==> config.mk <==
export PLATFORM = sky130hd
export DESIGN_NAME = alu_sequencer
export DESIGN_NICKNAME = d
export VERILOG_FILES = /design/src/rtl/alu_sequencer.sv
export SDC_FILE = /design/constraint.sdc
export NUM_CORES = 1
export LEC_CHECK = 0
export ABC_AREA = 1
export BUFFER_PORTS_ARGS = -buffer_cell sky130_fd_sc_hd__buf_2
export CAP_MARGIN = 20
export CORE_ASPECT_RATIO = 0.6
export CORE_MARGIN = 2
export CORE_UTILIZATION = 43
export CTS_CLUSTER_SIZE = 20
export DETAILED_ROUTE_END_ITERATION = 12
export PLACE_DENSITY = 0.82
export SLEW_MARGIN = 20
export SYNTH_ARGS = -nofsm -noshare
export SYNTH_HDL_FRONTEND = slang
export SYNTH_SLANG_ARGS = --single-unit
==> constraint.sdc <==
create_clock -name clk -period 1.3 [get_ports clk]
set_input_delay 0.13 -clock clk [delete_from_list [all_inputs] [get_ports clk]]
set_output_delay 0.13 -clock clk [all_outputs]
set_load 0.02 [all_outputs]
==> src/rtl/alu_sequencer.sv <==
// alu_sequencer: multi-cycle issue/capture sequencer in front of a combinational ALU.
// Accepts one operation per request handshake, holds the ALU inputs for the
// operation latency, captures the 35-bit result and offers it on a result handshake.
// Optional feature macro: ALU_SEQ_DIVZERO_TRAP_EN (traps divide-by-zero in IDLE).
module alu_sequencer #(
   parameter int unsigned MUL_LAT = 4,
   parameter int unsigned DIV_LAT = 8
) (
   input  logic        clk,
   input  logic        rst_n,
   input  logic        req_valid,
   output logic        req_ready,
   input  logic [31:0] req_op1,
   input  logic [31:0] req_op2,
   input  logic [5:0]  req_func,
   output logic [31:0] alu_op1,
   output logic [31:0] alu_op2,
   output logic [5:0]  alu_func,
   input  logic [34:0] alu_result,
   output logic        res_valid,
   input  logic        res_ready,
   output logic [34:0] res_data,
   output logic        res_illegal,
   output logic        busy
);

   localparam int unsigned DATA_W = 32;
   localparam int unsigned FUNC_W = 6;
   localparam int unsigned RES_W  = 35;
   localparam int unsigned CNT_W  = 4;

   localparam logic [FUNC_W-1:0] FN_ADD = 6'b100000;
   localparam logic [FUNC_W-1:0] FN_SUB = 6'b100010;
   localparam logic [FUNC_W-1:0] FN_MUL = 6'b011000;
   localparam logic [FUNC_W-1:0] FN_DIV = 6'b011010;
   localparam logic [FUNC_W-1:0] FN_AND = 6'b100100;
   localparam logic [FUNC_W-1:0] FN_OR  = 6'b100101;
   localparam logic [FUNC_W-1:0] FN_NOT = 6'b100111;

   // Result word returned for a trapped divide: overflow flag only.
   localparam logic [RES_W-1:0] DIVZERO_RES = {3'b100, 32'h0000_0000};

   typedef enum logic [1:0] {
      ST_IDLE = 2'd0,
      ST_EXEC = 2'd1,
      ST_DONE = 2'd2
   } state_e;

   state_e              state_q, state_d;
   logic [CNT_W-1:0]    cnt_q, cnt_d;
   logic [DATA_W-1:0]   alu_op1_q, alu_op1_d;
   logic [DATA_W-1:0]   alu_op2_q, alu_op2_d;
   logic [FUNC_W-1:0]   alu_func_q, alu_func_d;
   logic [RES_W-1:0]    res_data_q, res_data_d;
   logic                res_illegal_q, res_illegal_d;
   logic                req_ready_q, req_ready_d;
   logic                res_valid_q, res_valid_d;
   logic                busy_q, busy_d;

   logic                func_legal_c;
   logic [CNT_W-1:0]    func_lat_c;
   logic                div_trap_c;

   // Decode the requested function: legality and how long the ALU inputs are held.
   always_comb begin
      func_legal_c = 1'b0;
      func_lat_c   = CNT_W'(1);
      unique case (req_func)
         FN_ADD, FN_SUB, FN_AND, FN_OR, FN_NOT: begin
            func_legal_c = 1'b1;
         end
         FN_MUL: begin
            func_legal_c = 1'b1;
            func_lat_c   = CNT_W'(MUL_LAT);
         end
         FN_DIV: begin
            func_legal_c = 1'b1;
            func_lat_c   = CNT_W'(DIV_LAT);
         end
         default: begin
            func_legal_c = 1'b0;
         end
      endcase
   end

`ifdef ALU_SEQ_DIVZERO_TRAP_EN
   // Divide by zero is answered locally and never reaches the ALU.
   assign div_trap_c = (req_func == FN_DIV) && (req_op2 == '0);
`else
   // Divide by zero is issued to the ALU like any other divide.
   assign div_trap_c = 1'b0;
`endif

   // Next-state, datapath and registered-output logic.
   always_comb begin
      state_d       = state_q;
      cnt_d         = cnt_q;
      alu_op1_d     = alu_op1_q;
      alu_op2_d     = alu_op2_q;
      alu_func_d    = alu_func_q;
      res_data_d    = res_data_q;
      res_illegal_d = res_illegal_q;

      unique case (state_q)
         ST_IDLE: begin
            if (req_valid) begin
               if (div_trap_c) begin
                  res_data_d    = DIVZERO_RES;
                  res_illegal_d = 1'b0;
                  state_d       = ST_DONE;
               end else if (!func_legal_c) begin
                  res_data_d    = '0;
                  res_illegal_d = 1'b1;
                  state_d       = ST_DONE;
               end else begin
                  alu_op1_d  = req_op1;
                  alu_op2_d  = req_op2;
                  alu_func_d = req_func;
                  cnt_d      = func_lat_c;
                  state_d    = ST_EXEC;
               end
            end
         end
         ST_EXEC: begin
            cnt_d = cnt_q - CNT_W'(1);
            if (cnt_q == CNT_W'(1)) begin
               res_data_d    = alu_result;
               res_illegal_d = 1'b0;
               state_d       = ST_DONE;
            end
         end
         ST_DONE: begin
            if (res_ready) begin
               state_d = ST_IDLE;
            end
         end
         default: begin
            state_d = ST_IDLE;
         end
      endcase

      req_ready_d = (state_d == ST_IDLE);
      res_valid_d = (state_d == ST_DONE);
      busy_d      = (state_d != ST_IDLE);
   end

   // State, counter, ALU input and result registers.
   always_ff @(posedge clk or negedge rst_n) begin
      if (!rst_n) begin
         state_q       <= ST_IDLE;
         cnt_q         <= '0;
         alu_op1_q     <= '0;
         alu_op2_q     <= '0;
         alu_func_q    <= '0;
         res_data_q    <= '0;
         res_illegal_q <= 1'b0;
         req_ready_q   <= 1'b1;
         res_valid_q   <= 1'b0;
         busy_q        <= 1'b0;
      end else begin
         state_q       <= state_d;
         cnt_q         <= cnt_d;
         alu_op1_q     <= alu_op1_d;
         alu_op2_q     <= alu_op2_d;
         alu_func_q    <= alu_func_d;
         res_data_q    <= res_data_d;
         res_illegal_q <= res_illegal_d;
         req_ready_q   <= req_ready_d;
         res_valid_q   <= res_valid_d;
         busy_q        <= busy_d;
      end
   end

   assign req_ready   = req_ready_q;
   assign res_valid   = res_valid_q;
   assign busy        = busy_q;
   assign res_data    = res_data_q;
   assign res_illegal = res_illegal_q;
   assign alu_op1     = alu_op1_q;
   assign alu_op2     = alu_op2_q;
   assign alu_func    = alu_func_q;

endmodule

# ---- Yosys cells after proc, flatten, opt, wreduce, memory -nomap -nowiden
# Cells that the tools add are included.
dict set report word_totals {
  in_bits 109
  n_memories 0
  romBits 0
  mem_bits_rw 0
  reg_bits 115
  latch_bits 0
}
dict set report op_classes {
  div 0
  shifts 0
  bitwise_logic 0
  muxes 18
  eq_ne 15
  addsub 1
  n_mul 0
  order_cmp 0
  reduce_logical 8
}
# cell n
set op_table {}
lappend op_table {{$mux 35} 3}
lappend op_table {{$pmux 35 s2} 1}
lappend op_table {{$eq 6x6->1 const B} 5}
lappend op_table {{$pmux 4 s2} 2}
lappend op_table {{$eq 6x5->1 const B} 2}
lappend op_table {{$mux 2} 4}
lappend op_table {{$mux 4} 2}
lappend op_table {{$ne 2x2->1 const B} 4}
lappend op_table {{$reduce_or 7->1} 1}
lappend op_table {{$pmux 2 s3} 1}
lappend op_table {{$reduce_and 3->1} 2}
lappend op_table {{$eq 2x2->1 const B} 2}
lappend op_table {{$eq 4x1->1 const B} 1}
lappend op_table {{$logic_not 2->1} 2}
lappend op_table {{$mux 1} 4}
lappend op_table {{$reduce_and 4->1} 1}
lappend op_table {{$reduce_bool 2->1} 2}
lappend op_table {{$sub 4x1->4 const B} 1}
lappend op_table {{$eq 2x1->1 const B} 1}
lappend op_table {{$pmux 1 s2} 1}

# ---- Logic depth before layout (Yosys ltp)
# Gate-level depths: netlist (run 1).
dict set report logic_depth {
  ltp_word 7
  mapped_depth 9
  mapped_depth_nobuf 9
}

# ---- Worst setup path after synthesis (run 1)
# No wires, ideal clock.
dict set report synth_timing {
  path_kind {register -> register}
  start {reg cnt_q[1]}
  end {reg res_data_q[10] (netlist: res_data[10])}
  period_less_slack_ps 1348
  n_path_buf 1
  t_arrival_ps 1231
  setup_ps 117
  stages_incl_launch_ff 9
  required_ps 1183
  setup_slack_ps -48
  path_cell_list {dfrtp_1 > inv_1 > ha_1 > nand3_1 > nor2_1 > inv_2 > buf_1 > nand3_1 > nand2_1}
}
dict set report synth_via {
  elab_chain_cells 3
}
# item line_no
set synth_lines {}
lappend synth_lines {{start: declaration} 50} ;# logic [CNT_W-1:0] cnt_q, cnt_d;
lappend synth_lines {{start signal: assignment} 162} ;# cnt_q <= cnt_d;
lappend synth_lines {{$eq 4x1->1} 126} ;# if (cnt_q == CNT_W'(1)) begin
lappend synth_lines {{$ne 2x2->1 (no line)} n/a}
lappend synth_lines {{$reduce_and 4->1 (no line)} n/a}
lappend synth_lines {{end signal: assignment} 166} ;# res_data_q <= res_data_d;
lappend synth_lines {{end: declaration} 54} ;# logic [RES_W-1:0] res_data_q, res_data_d;
# Every way passes these cells.
# A chain may end at the register's enable or synchronous reset.

# ---- Worst setup path after layout (run 1)
dict set report layout_timing {
  start {reg state_q[1]}
  end {reg res_data_q[6] (netlist: res_data[6])}
}
dict set report layout_via {
  elab_chain_cells 3
  word_cells_on_any_way 8
  classes_between {eq/ne: 4; mux: 1; reduce/logical: 3}
}
# item line_no
set layout_lines {}
lappend layout_lines {{start: declaration} 49} ;# state_e state_q, state_d;
lappend layout_lines {{start signal: assignment} 161} ;# state_q <= state_d;
lappend layout_lines {{$eq 2x1->1 / $logic_not 2->1 (equally long branches)} 104} ;# unique case (state_q)
lappend layout_lines {{$ne 2x2->1 (no line) / $reduce_bool 2->1 (equally long branches)} n/a}
lappend layout_lines {{$reduce_and 4->1 (no line)} n/a}
# Parallel ways exist; a longest one is shown, timed or not.

==> flow_metrics.tcl, run 1 <==
set metrics [dict create \
    fin_nets 1026 \
    first_iter_violations 351 \
    clk_latency_ns 0.40 \
    slew_viol_final 0 \
    run_status "finished with violations" \
    dieWidth_um 143 \
    grt_max_degree 69 \
    crit_type "flip-flop to flip-flop" \
    max-vdd-ir-drop_mv 1.48 \
    netlist_area_um2 4950 \
    synthTopCellsByArea "dfrtp_1, nand2_1, nand3_1" \
    hpwl_mm 9.02 \
    firstDrtPassIters 5 \
    grt_setup_unrepaired "yes" \
    syn_area_per_cell_um2 8.29 \
    tightestPinTransition_ns 0.373 \
    synth_top_area_cell "dfrtp_1" \
    routedWlPerCell_um 16.0 \
    max_cap_violations 0 \
    fin_cells 1073 \
    fp.dieH_um 87.1 \
    cts_tree "built" \
    clockRootBuffer "clkbuf_16" \
    ant_nets 0 \
    crit_fanout 6 \
    place_congestion 0.807 \
    holdWs_ns 0.0210 \
    cts.htree.levels 4 \
    drc 0 \
    total_power_mw 17.4 \
    rows 30 \
    finalHoldViolCount 0 \
    grt_pass1_wl_mm 25.0 \
    grt_usage_pct 25.8 \
    fin_ws_ns -0.133 \
    place_ws_ns -0.119 \
    vias_per_cell 5.01 \
    yosys_register_bits 115 \
    fin_area_um2 8340 \
    leakagePower_nw 4.86 \
    arrival_ns 1.77 \
    synth_fp_nets 708 \
    yosysSeqAreaShare_pct 58.2 \
    drive_gt1_share_pct 39.0 \
    final.fill_count 740 \
    yosys.cell_types.count 19 \
    placed_cells 951 \
    hp-class "input port to flip-flop" \
    final_util_pct 74.0 \
    cp-end-kind "flip-flop" \
    finalCriticalPeriod_ns 1.43 \
    cp.required_ns 1.64 \
    cts.sinks 115 \
    initial_core_util_pct 44.0 \
    grt_antenna_before_repair 0 \
    wl_mm 17.2 \
    setup_viol 111 \
    numCtsBuffers 17 \
    synthCells 597 \
    period_share_pct 110 \
    grt_pass1_vias 5261 \
    overflow 0 \
    violations "setup timing" \
    num_vias 5376 \
    design.core.area_um2 11300 \
    clockBufferDepth 2 \
    clkSlewWorstSetupHoldPaths_ns 0.05 \
    syn_to_final_growth_pct 68.4 \
    placed_area_um2 6380 \
    skew_ns 0.00706 \
    tns_ns -10.40 \
    critPathLaunchType "flip-flop" \
    ios 218 \
    die_area_um2 12400 \
    slew-limit-headroom_pct 75.2 \
    fmax_mhz 698 \
    synth_top_area_share_pct 57.6 \
    yosys_warnings 0 \
    power.density_nw_per_um2 2080 \
    io_buffers 217 \
]
==> what timing repair did <==
| item | 4_1_cts | 5_1_grt |
|---|---|---|
| pin swaps | 8 | 25 |
| cloned | 5 | 8 |
| buffers inserted | 14 | 1 |
| hold endpoints to repair | 181 | 0 |
| setup endpoints to repair | 110 | 112 |
| hold buffers | 66 | 0 |
| resized for setup | 39 | 59 |
==> metal layers <==
layer | part of all wire, % | global-route usage (%) | vias up
li1 | - | - | 2504
met1 | 41 | 32.6 | 2501
met2 | 47 | 41.3 | 313
met3 | 8.6 | 8.14 | 58
met4 | 2.9 | 11.7 | 0
met5 | 0 | 0 | -
==> cells in the final DEF (no fill, tap or decap), types with 2 or more instances in the layout <==
master | synthesis | layout
clkbuf_16 | 0 | 23
buf_12 | 0 | 9
nand3_4 | 0 | 2
nand2_2 | 3 | 30
buf_4 | 13 | 19
o21ai_1 | 6 | 5
nand3_1 | 110 | 108
inv_2 | 4 | 7
buf_8 | 0 | 5
buf_2 | 16 | 216
nand2_4 | 0 | 15
nor3_1 | 2 | 2
bufinv_16 | 0 | 3
clkbuf_8 | 0 | 2
buf_6 | 0 | 7
buf_16 | 0 | 6
nand2_1 | 229 | 187
dlygate4sd3_1 | 0 | 66
inv_1 | 44 | 41
clkinv_4 | 0 | 3
clkinv_2 | 0 | 2
nor2_1 | 41 | 39
o21ai_0 | 2 | 2
dfrtp_1 | 114 | 114
clkinvlp_4 | 0 | 4
==> path summary, 6_finish.rpt <==
kind	start	endpoint	slack, ns	cells after the start
setup / recovery	state_q[1]	res_data[6]	-0.13	8
hold / removal	alu_result[30]	res_data[30]	0.02	5
setup reg to reg	state_q[1]	res_data[6]	-0.13	8
hold reg to reg	alu_op1[13]	alu_op1[13]	0.47	2
max in group asynchronous	rst_n	alu_op2[9]	0.68	3
min in group asynchronous	rst_n	res_data[7]	0.26	3
==> sequential cells by signal (all words and copies together), names as in the netlist <==
name         count
alu_op2         32
state_q          2
busy             1
cnt_q            4
req_ready        1
alu_op1         32
res_illegal      1
res_valid        1
res_data        35
alu_func         6
==> critical path, cell delays in order (launching register included) <==
cell	delay, ns
dfrtp_1	0.41
nor3b_4	0.23
buf_4	0.15
nand3_4	0.08
nand2_4	0.09
buf_8	0.14
clkbuf_16	0.15
nand2_1	0.05
nand2_1	0.06
==> cells by family after synthesis <==
family                   synth area share [%]
AND/OR/NAND/NOR                          32.8
adder cells (fa/ha/maj)                 0.505
AO/OA/AOI/OAI                           0.809
flip-flops                               58.2
buffers and inverters                    7.76
==> cells in the mapped netlist <==
library cell / count
buf_1: 3
buf_2: 16
buf_4: 13
clkbuf_1: 4
dfrtp_1: 114
dfstp_2: 1
ha_1: 2
inv_1: 44
inv_2: 4
nand2_1: 229
nand2_2: 3
nand3_1: 110
nand3_2: 1
nor2_1: 41
nor3_1: 2
nor3b_2: 1
o21ai_0: 2
o21ai_1: 6
or2_2: 1
==> area by class of cell <==
type,instances,area [µm²],area share (%)
Clock inverter,12,156,1.88
Inverter,48,180,2.16
Multi-Input combinational cell,399,1950,23.4
Antenna cell,1,2.50,0.0300
Timing Repair Buffer,334,2530,30.4
Tap cell,144,180,2.16
Sequential cell,115,2880,34.5
Clock buffer,20,457,5.48
==> power breakdown <==
part           total, mW  internal, mW  switching [mW]
combinational       6.83          2.71            4.12
clock               4.78          3.11            1.67
sequential          5.77          4.92           0.844
(Power assumes the default switching activity.)
==> run 2, diff against run 1 <==
--- a/config.mk
+++ b/config.mk
@@ -6,7 +6,7 @@
 export NUM_CORES = 1
 export LEC_CHECK = 0
 export ABC_AREA = 1
-export BUFFER_PORTS_ARGS = -buffer_cell sky130_fd_sc_hd__buf_2
+export BUFFER_PORTS_ARGS = -buffer_cell sky130_fd_sc_hd__clkbuf_2
 export CAP_MARGIN = 20
 export CORE_ASPECT_RATIO = 0.6
 export CORE_MARGIN = 2
==> run 2 against run 1 <==
Net effect: the run still ends with setup timing left; clock-buffer cell count down 1; cell area down 1.0%; critical path depth unchanged; largest cell class unchanged.
==> flow_metrics.tcl, run 2 (same netlist as run 1, synthesis figures left out) <==
set metrics [dict create \
    initial_core_util_pct 44.0 \
    overflow 0 \
    die_area_um2 12400 \
    grt_pass1_wl_mm 24.8 \
    clockRootBuffer "clkbuf_16" \
    fin_nets 1028 \
    slew-limit-headroom_pct 74.5 \
    routedWlPerCell_um 15.7 \
    ant_nets 0 \
    firstDrtPassIters 5 \
    fp.dieH_um 87.1 \
    slew_viol_final 0 \
    r2r-end "res_data[4]" \
    p_seq_share_pct 33.7 \
    fmax_mhz 673 \
    max_cap_violations 0 \
    place_ws_ns -0.0990 \
    violations "setup timing" \
    cp.required_ns 1.64 \
    holdWs_ns 0.0125 \
    hpwl_mm 9.15 \
    finalHoldViolCount 0 \
    fin_ws_ns -0.186 \
    largest_reg_flops 35 \
    reg2reg_depth 8 \
    hp-class "input port to flip-flop" \
    clk_latency_ns 0.40 \
    grt_max_degree 45 \
    numCtsBuffers 17 \
    critPathLaunchType "flip-flop" \
    drive_gt1_share_pct 36.5 \
    crit_fanout 6 \
    tns_ns -14.23 \
    grt_pass1_vias 5115 \
    vias_per_cell 5.00 \
    clockBufferDepth 2 \
    clkSlewWorstSetupHoldPaths_ns 0.06 \
    skew_ns 0.00767 \
    power.switching_mw 6.46 \
    cp-end-kind "flip-flop" \
    crit_type "flip-flop to flip-flop" \
    crit_start "state_q[0]" \
    netSwitchingFraction_pct 37.8 \
    p_int_mw 10.6 \
    num_vias 5370 \
    tightestPinTransition_ns 0.383 \
    p_clk_share_pct 29.1 \
    rows 30 \
    drc 0 \
    period_share_pct 114 \
    max-vdd-ir-drop_mv 1.53 \
    leakagePower_nw 4.79 \
    cts_tree "built" \
    cts.htree.levels 4 \
    grt_setup_unrepaired "yes" \
    num_antenna_cells 0 \
    place_congestion 0.770 \
    grt_antenna_before_repair 0 \
    grt_usage_pct 25.8 \
    final_common_cell "clkbuf_2" \
    setup_viol 110 \
    power.density_nw_per_um2 2070 \
    arrival_ns 1.82 \
    dieWidth_um 143 \
    final_cell_mix "clkbuf_2, nand2_1, dfrtp_1, nand3_1, dlygate4sd3_1" \
    cts.sinks 115 \
    run_status "finished with violations" \
    r2r-start "state_q[0]" \
    cp-endpoint "res_data[4]" \
    syn_to_final_growth_pct 66.7 \
    final.fill_count 795 \
    power_frac_comb_pct 37.2 \
    wl_mm 16.8 \
    reg2reg_setup_slack_ns -0.19 \
    io_buffers 217 \
    first_iter_violations 337 \
    design.core.area_um2 11300 \
    finalCriticalPeriod_ns 1.49 \
    ios 218 \
]
run 2: cell types whose count changed in the layout (fill, tap and decap cells not counted), sizes merged, moves of 2 or more:
cell,before,now
buf,262,43
clkbuf,26,241
dlygate4sd3,66,71
clkinvlp,4,2
run 2: worst max-delay path, stage by stage, from the launching register on:
cell       delay (ns)
dfrtp_1          0.42
nor3b_4          0.24
buf_6            0.14
nand3_4          0.11
nand2_4          0.12
buf_12           0.13
clkbuf_16        0.15
nand2_2          0.05
nand2_1          0.06
run 2: what timing repair did:
action	4_1_cts	5_1_grt
setup endpoints to repair	110	114
hold buffers	71	0
cloned	4	7
hold endpoints to repair	142	0
resized for setup	20	34
pin swaps	4	6
setup buffers	7	7
run 2: layer usage:
layer / global-route usage (%) / routed length (µm) / up-vias
li1: - / - / 2495
met1: 32.2 / 7080 / 2563
met2: 43.2 / 8030 / 274
met3: 8.03 / 1340 / 38
met4: 8.64 / 376 / 0
met5: 0 / 0 / -
run 2: power groups by stage:
stage | sequential, mW | clock [mW] | combinational, mW
detailed placement | 5.69 | 0 | 5.51
floorplan | 7.22 | 0 | 1.66
global placement | 5.69 | 0 | 5.38
global route | 5.90 | 5.25 | 6.86
CTS | 5.69 | 5.05 | 6.08
finish | 5.76 | 4.98 | 6.35
run 2: how the worst min path moves through the flow:
stage / start / end / slack [ns] / cells past startpoint
4_1_cts: alu_result[8] / res_data[8] / 0.00001 / 5
3_3_place_gp: rst_n / alu_op2[24] / 0.08 / 1
3_5_place_dp: rst_n / alu_op2[20] / 0.08 / 1
6_report: alu_result[17] / res_data[17] / 0.01 / 5
2_1_floorplan: rst_n / alu_func[0] / -0.17 / 0
5_1_grt: alu_result[12] / res_data[12] / 0.02 / 5
run 2: stage by stage:
| stage | util [%] | instance area (µm²) | power [mW] | std cells |
|---|---|---|---|---|
| 2_1_floorplan | - | 4950 | 8.88 | 597 |
| 3_3_place_gp | 56.6 | 6370 | 11.1 | 951 |
| 3_5_place_dp | 56.6 | 6370 | 11.2 | 951 |
| 4_1_cts | 70.8 | 7980 | 16.8 | 1063 |
| 5_1_grt | 73.3 | 8250 | 18.0 | 1074 |
| 6_report | 73.3 | 8250 | 17.1 | 1074 |
run 2: layout make-up:
type	instances	area, µm²	share of cell area [%]
Tap cell	144	180	2.18
Clock inverter	13	181	2.20
Clock buffer	19	453	5.49
Timing Repair Buffer	337	2530	30.7
Inverter	48	180	2.18
Multi-Input combinational cell	398	1840	22.3
Sequential cell	115	2880	34.9
==> run 3, diff against run 2 <==
--- a/config.mk
+++ b/config.mk
@@ -10,10 +10,11 @@
 export CAP_MARGIN = 20
 export CORE_ASPECT_RATIO = 0.6
 export CORE_MARGIN = 2
-export CORE_UTILIZATION = 43
+export CORE_UTILIZATION = 32
+export CTS_BUF_LIST = sky130_fd_sc_hd__clkbuf_8
 export CTS_CLUSTER_SIZE = 20
 export DETAILED_ROUTE_END_ITERATION = 12
-export PLACE_DENSITY = 0.82
+export PLACE_DENSITY = 0.63
 export SLEW_MARGIN = 20
 export SYNTH_ARGS = -nofsm -noshare
 export SYNTH_HDL_FRONTEND = slang
==> constraint.sdc (replaced) <==
create_clock -name clk -period 1.52 [get_ports clk]
set_input_delay 0.152 -clock clk [delete_from_list [all_inputs] [get_ports clk]]
set_output_delay 0.152 -clock clk [all_outputs]
set_load 0.02 [all_outputs]
==> run 3 against run 2 <==
Net effect: utilization shrank 22 points; final cell count grew 5.2%; the run now ends clean; clock power down 38%; clock skew up 0.0032 ns; register-to-register slack improved by 0.26 ns; global-route usage is 7.5 points lower; largest power group unchanged; flip-flop and latch count is the same; combinational power down 23%.
==> flow_metrics.tcl, run 3 (same netlist as run 1, synthesis figures left out) <==
set metrics [dict create \
    largest_reg_flops 35 \
    io_buffers 217 \
    min_from "alu_result[25]" \
    cp.required_ns 1.84 \
    final.fill_count 1436 \
    dieWidth_um 165 \
    run_status "completed" \
    seq_area_um2 2880 \
    drc 0 \
    num_antenna_cells 0 \
    holdWs_ns 0.0163 \
    fmax_mhz 680 \
    slew-limit-headroom_pct 68.7 \
    grt_setup_unrepaired "yes" \
    slew_viol_final 0 \
    clockBufferDepth 2 \
    rows 35 \
    critPathLaunchType "input port" \
    grt_antenna_before_repair 0 \
    die_area_um2 16500 \
    final_util_pct 51.4 \
    finalCriticalPeriod_ns 1.47 \
    placed_cells 998 \
    syn_to_final_growth_pct 58.3 \
    ant_nets 0 \
    cp-end-kind "flip-flop" \
    numCtsBuffers 17 \
    max-vdd-ir-drop_mv 0.783 \
    wl_mm 15.9 \
    hp-class "input port to flip-flop" \
    cts.sinks 115 \
    max_cap_violations 0 \
    clk_latency_ns 0.43 \
    cts_tree "built" \
    place_congestion 0.758 \
    hold_depth 5 \
    ios 218 \
    tightestPinTransition_ns 0.470 \
    first_iter_violations 322 \
    fin_nets 1025 \
    tns_ns 0 \
    clkSlewWorstSetupHoldPaths_ns 0.07 \
    reg2reg_depth 6 \
    multi_input_area_um2 1740 \
    grt_pass1_vias 4876 \
    crit_type "input port to flip-flop" \
    period_share_pct 96.8 \
    initial_core_util_pct 32.5 \
    cts.htree.levels 4 \
    setup_viol 0 \
    reg2reg_setup_slack_ns 0.07 \
    finalHoldViolCount 0 \
    routedWlPerCell_um 14.1 \
    fin_cells 1130 \
    hold_path_end "res_data[25]" \
    grt_max_degree 78 \
    r2r-end "alu_op2[14]" \
    firstDrtPassIters 4 \
    fp.dieH_um 100 \
    design.core.area_um2 15200 \
    crit_fanout 25 \
    arrival_ns 1.80 \
    final_cell_mix "nand2_1, clkbuf_2, dfrtp_1, nand3_1, dlygate4sd3_1" \
    num_vias 5060 \
    grt_pass1_wl_mm 23.8 \
    overflow 0 \
    power.density_nw_per_um2 1640 \
    drive_gt1_share_pct 31.1 \
    clockRootBuffer "clkbuf_8" \
    r2r-start "state_q[0]" \
    skew_ns 0.0109 \
    vias_per_cell 4.48 \
    grt_usage_pct 18.3 \
    final_common_cell "nand2_1" \
    leakagePower_nw 4.51 \
    hpwl_mm 9.60 \
]
-- run 3: how the worst max path moves through the flow --
stage	cells after the start	to	slack, ns	from
floorplan	8	res_data[10]	0.17	cnt_q[1]
global placement	5	res_data[28]	0.1	state_q[0]
detailed placement	5	res_data[23]	0.06	state_q[0]
CTS	6	res_data[9]	0.05	state_q[0]
global route	11	alu_op2[28]	-0.01	req_func[5]
finish	10	alu_op2[5]	0.05	req_func[5]
-- run 3: repair_timing --
item | in CTS | in global routing
endpoints found under the hold margin | 208 | 0
gates resized for setup | 0 | 15
endpoints found under the setup margin | 0 | 106
hold buffers | 93 | 0
setup buffers | 0 | 3
-- run 3: worst max-delay path: stages --
cell and delay [ns]:
dlygate4sd3_1 0.53, clkbuf_2 0.15, nand2_1 0.06, nor2_1 0.11, nand3_2 0.15, nand2_4 0.19, nand2_8 0.10, clkbuf_16 0.21
nand2_1 0.08, nand2_1 0.04
-- run 3: routing by layer --
layer  wire length, µm  vias to the layer above  track usage (%)
li1                  -                     2487                -
met1              7390                     2352             24.8
met2              6750                      200             27.4
met3              1530                       21             6.40
met4               199                        0             6.09
met5                 0                        -                0
-- run 3: report_power, final --
part           switching, mW  internal, mW  leakage [nW]
clock                   1.39          1.68         0.202
sequential             0.673          4.20          1.49
combinational           3.17          1.75          2.81
total                   5.24          7.63          4.51
-- run 3: metrics by stage --
step	total power [mW]	setup slack, ns	instance area, µm²
final	12.9	0.0491	7830
after global routing	13.7	-0.0133	7830
after CTS	12.8	0.0496	7640
after detailed placement	9.44	0.0646	6290
after global placement	9.38	0.0962	6290
after floorplan	7.59	0.172	4950
-- run 3: cell type report --
| type | count | area share [%] |
|---|---|---|
| Tap cell | 203 | 3.24 |
| Multi-Input combinational cell | 398 | 22.2 |
| Sequential cell | 115 | 36.8 |
| Inverter | 48 | 2.30 |
| Clock buffer | 18 | 3.16 |
| Timing Repair Buffer | 334 | 30.1 |
| Clock inverter | 14 | 2.27 |
